**config.mk**
```make
export PLATFORM = sky130hd
export DESIGN_NAME = product_accumulator
export DESIGN_NICKNAME = d
export VERILOG_FILES = /design/src/rtl/product_accumulator_pkg.sv /design/src/rtl/product_accumulator_acc_adder.sv /design/src/rtl/product_accumulator.sv
export SDC_FILE = /design/constraint.sdc
export NUM_CORES = 1
export LEC_CHECK = 0
export ABC_CLOCK_PERIOD_IN_PS = 4830
export CORE_MARGIN = 5
export CORE_UTILIZATION = 56
export DETAILED_ROUTE_END_ITERATION = 12
export GPL_TIMING_DRIVEN = 0
export PLACE_DENSITY = 0.82
export SYNTH_ARGS = -nofsm -noshare
export SYNTH_HDL_FRONTEND = slang
export SYNTH_HIERARCHICAL = 1
export SYNTH_SLANG_ARGS = --single-unit
```
**constraint.sdc**
```tcl
create_clock -name clk -period 4.83 [get_ports clk]
set_input_delay 1.449 -clock clk [delete_from_list [all_inputs] [get_ports clk]]
set_output_delay 1.449 -clock clk [all_outputs]
set_load 0.02 [all_outputs]
```
**src/rtl/product_accumulator_pkg.sv**
```systemverilog
// Shared definitions for the product accumulator: FSM encoding, default
// widths and the saturation mode selected by PRODUCT_ACCUMULATOR_SATURATE_EN.
package product_accumulator_pkg;

    localparam int unsigned PROD_W_DEF  = 32;
    localparam int unsigned ACC_W_DEF   = 40;
    localparam int unsigned MAX_LEN_DEF = 256;
    localparam int unsigned CNT_W_DEF   = $clog2(MAX_LEN_DEF) + 1;

    // ACCUM collects beats; HOLD presents a finished result until taken.
    typedef enum logic {
        ACCUM = 1'b0,
        HOLD  = 1'b1
    } state_e;

    // On overflow the sum clamps to all-ones (2^ACC_W-1) when enabled.
`ifdef PRODUCT_ACCUMULATOR_SATURATE_EN
    localparam bit SAT_EN = 1'b1;
`else
    localparam bit SAT_EN = 1'b0;
`endif

endpackage

```
**src/rtl/product_accumulator_acc_adder.sv**
```systemverilog
// Combinational accumulator adder: acc + zero-extended product, with carry
// out and an optional clamp to all-ones (PRODUCT_ACCUMULATOR_SATURATE_EN).
module product_accumulator_acc_adder
    import product_accumulator_pkg::*;
#(
    parameter int unsigned PROD_W = PROD_W_DEF,
    parameter int unsigned ACC_W  = ACC_W_DEF
) (
    input  logic [ACC_W-1:0]  acc,
    input  logic [PROD_W-1:0] addend,
    output logic [ACC_W-1:0]  sum_c,
    output logic              carry_c
);

    localparam int unsigned SUM_W = ACC_W + 1;

    logic [SUM_W-1:0] full_sum;

    // Widen by one bit so the carry out of ACC_W is visible.
    always_comb begin
        full_sum = {1'b0, acc} + SUM_W'(addend);
        carry_c  = full_sum[ACC_W];
        sum_c    = full_sum[ACC_W-1:0];
        if (SAT_EN && carry_c) begin
            sum_c = '1;
        end
    end

endmodule

```
**src/rtl/product_accumulator.sv**
```systemverilog
// Product accumulator: sums the multiplier's product stream into one result
// per vector (ended by in_last or MAX_LEN terms), valid/ready on both sides.
// Saturating arithmetic is selected by PRODUCT_ACCUMULATOR_SATURATE_EN.
module product_accumulator
    import product_accumulator_pkg::*;
#(
    parameter int unsigned PROD_W  = PROD_W_DEF,
    parameter int unsigned ACC_W   = ACC_W_DEF,
    parameter int unsigned MAX_LEN = MAX_LEN_DEF,
    parameter int unsigned CNT_W   = CNT_W_DEF
) (
    input  logic              clk,
    input  logic              rst,
    input  logic              clr,
    input  logic              in_valid,
    output logic              in_ready,
    input  logic [PROD_W-1:0] in_data,
    input  logic              in_last,
    output logic              out_valid,
    input  logic              out_ready,
    output logic [ACC_W-1:0]  out_data,
    output logic [CNT_W-1:0]  out_count,
    output logic              out_ovf
);

    localparam logic [CNT_W-1:0] LAST_IDX = CNT_W'(MAX_LEN - 1);

    state_e             state_q,     state_d;
    logic [ACC_W-1:0]   acc_q,       acc_d;
    logic [CNT_W-1:0]   cnt_q,       cnt_d;
    logic               ovf_q,       ovf_d;
    logic               out_valid_q, out_valid_d;
    logic [ACC_W-1:0]   out_data_q,  out_data_d;
    logic [CNT_W-1:0]   out_count_q, out_count_d;
    logic               out_ovf_q,   out_ovf_d;

    logic [ACC_W-1:0]   sum;
    logic               carry;
    logic               accept;

    product_accumulator_acc_adder #(
        .PROD_W (PROD_W),
        .ACC_W  (ACC_W)
    ) u_acc_adder (
        .acc     (acc_q),
        .addend  (in_data),
        .sum_c   (sum),
        .carry_c (carry)
    );

    // Ready only while collecting, not clearing, and out of reset.
    assign in_ready = (state_q == ACCUM) && !clr && !rst;
    assign accept   = in_valid && in_ready;

    // Next-state, accumulation and result capture.
    always_comb begin
        state_d     = state_q;
        acc_d       = acc_q;
        cnt_d       = cnt_q;
        ovf_d       = ovf_q;
        out_valid_d = out_valid_q;
        out_data_d  = out_data_q;
        out_count_d = out_count_q;
        out_ovf_d   = out_ovf_q;

        case (state_q)
            ACCUM: begin
                if (clr) begin
                    acc_d = '0;
                    cnt_d = '0;
                    ovf_d = 1'b0;
                end else if (accept) begin
                    if (in_last || (cnt_q == LAST_IDX)) begin
                        out_data_d  = sum;
                        out_count_d = cnt_q + CNT_W'(1);
                        out_ovf_d   = ovf_q | carry;
                        out_valid_d = 1'b1;
                        acc_d       = '0;
                        cnt_d       = '0;
                        ovf_d       = 1'b0;
                        state_d     = HOLD;
                    end else begin
                        acc_d = sum;
                        cnt_d = cnt_q + CNT_W'(1);
                        ovf_d = ovf_q | carry;
                    end
                end
            end
            HOLD: begin
                if (out_ready) begin
                    out_valid_d = 1'b0;
                    state_d     = ACCUM;
                end
            end
            default: begin
                state_d = ACCUM;
            end
        endcase
    end

    // State and datapath registers with asynchronous reset.
    always_ff @(posedge clk or posedge rst) begin
        if (rst) begin
            state_q     <= ACCUM;
            acc_q       <= '0;
            cnt_q       <= '0;
            ovf_q       <= 1'b0;
            out_valid_q <= 1'b0;
            out_data_q  <= '0;
            out_count_q <= '0;
            out_ovf_q   <= 1'b0;
        end else begin
            state_q     <= state_d;
            acc_q       <= acc_d;
            cnt_q       <= cnt_d;
            ovf_q       <= ovf_d;
            out_valid_q <= out_valid_d;
            out_data_q  <= out_data_d;
            out_count_q <= out_count_d;
            out_ovf_q   <= out_ovf_d;
        end
    end

    assign out_valid = out_valid_q;
    assign out_data  = out_data_q;
    assign out_count = out_count_q;
    assign out_ovf   = out_ovf_q;

endmodule

```
# Word level (Yosys, flattened, before mapping)

Cells that the tools add are included.

Register bits after elaboration: 102
Output and inout bits: 52
Logic and storage cells: 47

Add/subtract/negate cells: 2
Equal/unequal tests: 5
Muxes and demuxes: 19
Bitwise operators: 3
Reduce and logical (&&, ||, !) cells: 10

Operator list:

| operator              | count |
|---|---|
| $mux W40              | 3 |
| $add A40 B32 Y41      | 1 |
| $mux W9               | 3 |
| $mux W1               | 11 |
| $add A9 B1 Y9 const B | 1 |
| $eq A9 B8 Y1 const B  | 1 |
| $reduce_and A4 Y1     | 2 |
| $ne A2 B2 Y1 const B  | 3 |
| $pmux W1 S2           | 2 |
| $logic_and A1 B1 Y1   | 3 |
| $logic_not A1 Y1      | 2 |
| $ne A2 B1 Y1 const B  | 1 |
| $not A1 Y1            | 2 |
| $reduce_and A2 Y1     | 1 |
| $reduce_bool A2 Y1    | 1 |
| $logic_or A1 B1 Y1    | 1 |
| $or A1 B1 Y1          | 1 |

# Logic depth before layout (Yosys ltp)

Gate-level depths: netlist (run 1).

Depth after elaboration: 7
Mapped depth: 11
Gate-level depth less buffers: 10

# Hierarchy

The synthesis (run 1) kept the hierarchy.

Modules (own cells, without submodules):

| module                        | times used | cells each | area an instance (um2) |
|---|---|---|---|
| product_accumulator           | 1          | 369        | 3956.3 |
| product_accumulator_acc_adder | 1          | 342        | 2376.0 |

# Least setup slack after synthesis (run 1)

No wires, ideal clock.

Path kind: input port to output port
Start point: input port clr
End point: output port in_ready
Data arrival time: 1.946 ns
Required time: 3.381 ns
Path slack: 1.435 ns
Cell stages on the path: 1
Path buffers: 0
Path through: nor3_1

Longest elaborated chain between the ends: 3

RTL lines:

| item                             | RTL line                  | RTL |
|---|---|---|
| from (decl)                      | product_accumulator.sv:14 | `input logic clr,` |
| $logic_not A1 Y1                 | product_accumulator.sv:52 | `assign in_ready = (state_q == ACCUM) && !clr && !rst;` |
| $logic_and A1 B1 Y1 (2 in a row) | product_accumulator.sv:52 |  |
| to (decl)                        | product_accumulator.sv:16 | `output logic in_ready,` |

No other way between the ends.

# Final worst setup path (run 1)

Start point: input port rst
End point: output port in_ready

Longest elaborated chain between the ends: 2

RTL lines:

| item                              | RTL line                  | RTL |
|---|---|---|
| from (decl)                       | product_accumulator.sv:13 | `input logic rst,` |
| $logic_not A1 Y1 (no source line) | -                         |  |
| $logic_and A1 B1 Y1               | product_accumulator.sv:52 |  |

No other way between the ends.

==> metrics, run 1 <==
initial core utilization=between 50% and 60%; CTS buffer count=9; Synth top area share=40.3%; DRC=0; Hold Crit Class=flip-flop to flip-flop; peak supply drop=0.322 mV; initial antenna violation count=0; status=complete, no violations; Final Max Tran Viols=0; GPL Wtd Cong=a little over 0.9; Max Cap Viol=0; clock root buffer=clkbuf_16; CTS Buffer Depth=2; Multi-input gate area=approximately 3500 um2; pin count of the biggest net entering global routing=63; startpoint types=input pin; period utilization=between 80% and 90%; Detailed Route Iter0 Violations=387; skew final=7.75 ps; Final Util=a little over two thirds; LEAKAGE=about 3.7 nW; Ys Warns=6; GRT Util Overall=25.2%; fin nets=roughly 890; grt total ovfl=0; drt first pass iters=5; register area=around 2600 um2; Mapped Nets=between 700 and 800; worst setup path class=input pin to output pin; cells after synthesis=a little over 700; Vias/cell=approximately 6; DRT Wirelength=between 15,000 and 20,000 um; Final Setup Violations=0; Min Clock Period, post-route=about 4200 ps; Slew HR=between 40% and 50%; clock sinks=a little over 100; critical path peak fanout=4; CTS tree=done; row count=38; crit path DAT=2770 ps; Synth Register Bits=102; placed cell areas=7420 um2; crit end category=output pin; Finished Cell Area=approximately 7700 um2; Mapped Avg Cell Area=slightly below 9 um2; Pwr per Cell Area=approximately 310 nW/um2; vias in the first global route=5,641; first-pass GRT wire length=about 27,000 um; num ports=90; area delta synth->final=22.3%; top post-synthesis cells by area=dfrtp_1 (40%), nand2_1 (11%), ha_1 (6.7%); Detail Route Antenna Nets=0; cts hold-fix bufs=0; placed cells=roughly 940; RSZ-0062 raised after global routing=no; R2R Setup Slk=between 1500 and 2000 ps; Post-synth EDFFs=0; Worst Max-Slew Pin Slew=around 770 ps; input/output buffers=89; Post-synth top flop=dfrtp_1; post-CTS setup buffers=0; Post-Layout Cell Count=around 960; later-pin clock latency in the skew report=about 360 ps; # fillers=about 870; Seq/Total Area, Yosys=between 40% and 50%; Fin. Hold Viols=0; die height=about 120 um; vias=5,610; count leader, synth=nand2_1; Die W=about 120 um; post-cts sizing count=0; FFs w/ async S/R, synth=100%; top post-synthesis cells by count=nand2_1 (180), dfrtp_1 (102), a22o_1 (42); area leader, netlist=dfrtp_1; routed len/inst=16.9 um; total die area=~14,000 um2; Synth Cell Area=6330 um2; Peak Freq=about 240 MHz; DP HPWL=roughly 12,000 um; Critical Path RT=between 3000 and 4000 ps; layout cells sized above 1=7.83%; Diodes inserted=0; post-synthesis cell type count=70; core area=~11,000 um2; H-tree depth=3; Worst-path clk slew=about 70 ps
[cell families after synthesis]
group                      share of synthesized area, %
AOI/OAI and AO/OA                                  22.6
xor gates and xnor gates                           4.84
adders and majority gates                          7.03
buffers and inverters                              4.27
DFF                                                40.3
muxes                                             0.790
and+or+nand+nor                                    20.2
[worst paths after layout]
check                                     to  depth (start not counted)         start
worst max-delay path                in_ready                          3           rst
worst min-delay path            out_data[39]                          2  out_data[39]
worst max register to register       state_q                         10      cnt_q[0]
worst min register to register  out_data[39]                          2  out_data[39]
max in group asynchronous       out_data[22]                          3           rst
min in group asynchronous        out_data[3]                          2           rst
[per-layer routing]
metal	GRT usage (%)	vias up	routed length, um
met3	4.66	19	649
met5	0	-	0
li1	-	2733	-
met4	8.04	0	287
met1	33.7	2724	7380
met2	41.7	134	7870
[worst max-delay path: stages]
cell	delay [ps]
clkdlybuf4s50_1	510
nor3_1	170
clkdlybuf4s50_1	630
[flip-flops by register name, summed over array words and instances, names as in the netlist]
signal	count
acc_q	40
out_data	40
cnt_q	9
out_count	9
out_ovf	1
out_valid	1
ovf_q	1
state_q	1
[power breakdown]
| part | internal (mW) | total (mW) | switching (mW) |
|---|---|---|---|
| sequential | 0.940 | 0.988 | 0.0479 |
| clock | 0.457 | 0.793 | 0.336 |
| combinational | 0.273 | 0.632 | 0.359 |
| total | 1.67 | 2.41 | 0.743 |
[area by class of cell]
| type | count | area share (%) |
|---|---|---|
| multi-input combinational | 550 | 45.3 |
| sequential | 102 | 33.0 |
| timing repair buffer | 90 | 11.8 |
| clock buffer | 9 | 2.91 |
| buffer | 37 | 2.42 |
| tap | 140 | 2.26 |
| clock inverter | 7 | 1.24 |
| inverter | 22 | 1.10 |
[per-stage QoR]
| step | hold slack [ps] | power (mW) | setup slack (ps) | TNS (ps) |
|---|---|---|---|---|
| 2_1_floorplan | 467 | 1.36 | 706 | 0 |
| 3_3_place_gp | 459 | 1.61 | -825 | -83360 |
| 3_5_place_dp | 463 | 1.63 | 608 | 0 |
| 4_1_cts | 480 | 2.43 | 602 | 0 |
| 5_1_grt | 500 | 2.53 | 530 | 0 |
| 6_report | 472 | 2.41 | 613 | 0 |
[cell usage in the layout (no fill, tap or decap), types with 11 or more instances in the layout]
cell	n
clkbuf_1	14
dfrtp_1	102
inv_1	21
buf_2	18
o21ai_0	25
nand2_1	180
nor2_1	29
a21oi_1	41
clkdlybuf4s50_1	89
nand3_1	13
nor3_1	12
o21a_1	11
xnor2_1	24
a21o_1	14
ha_1	34
xor2_1	11
a22o_1	42
Note: power is estimated with default switching activity, not from simulation.
==> run 2, diff against run 1 <==
- ABC_CLOCK_PERIOD_IN_PS: 4830 -> default
==> results of run 2 <==
Final layout, timing and power as in run 1 (identical DEF).
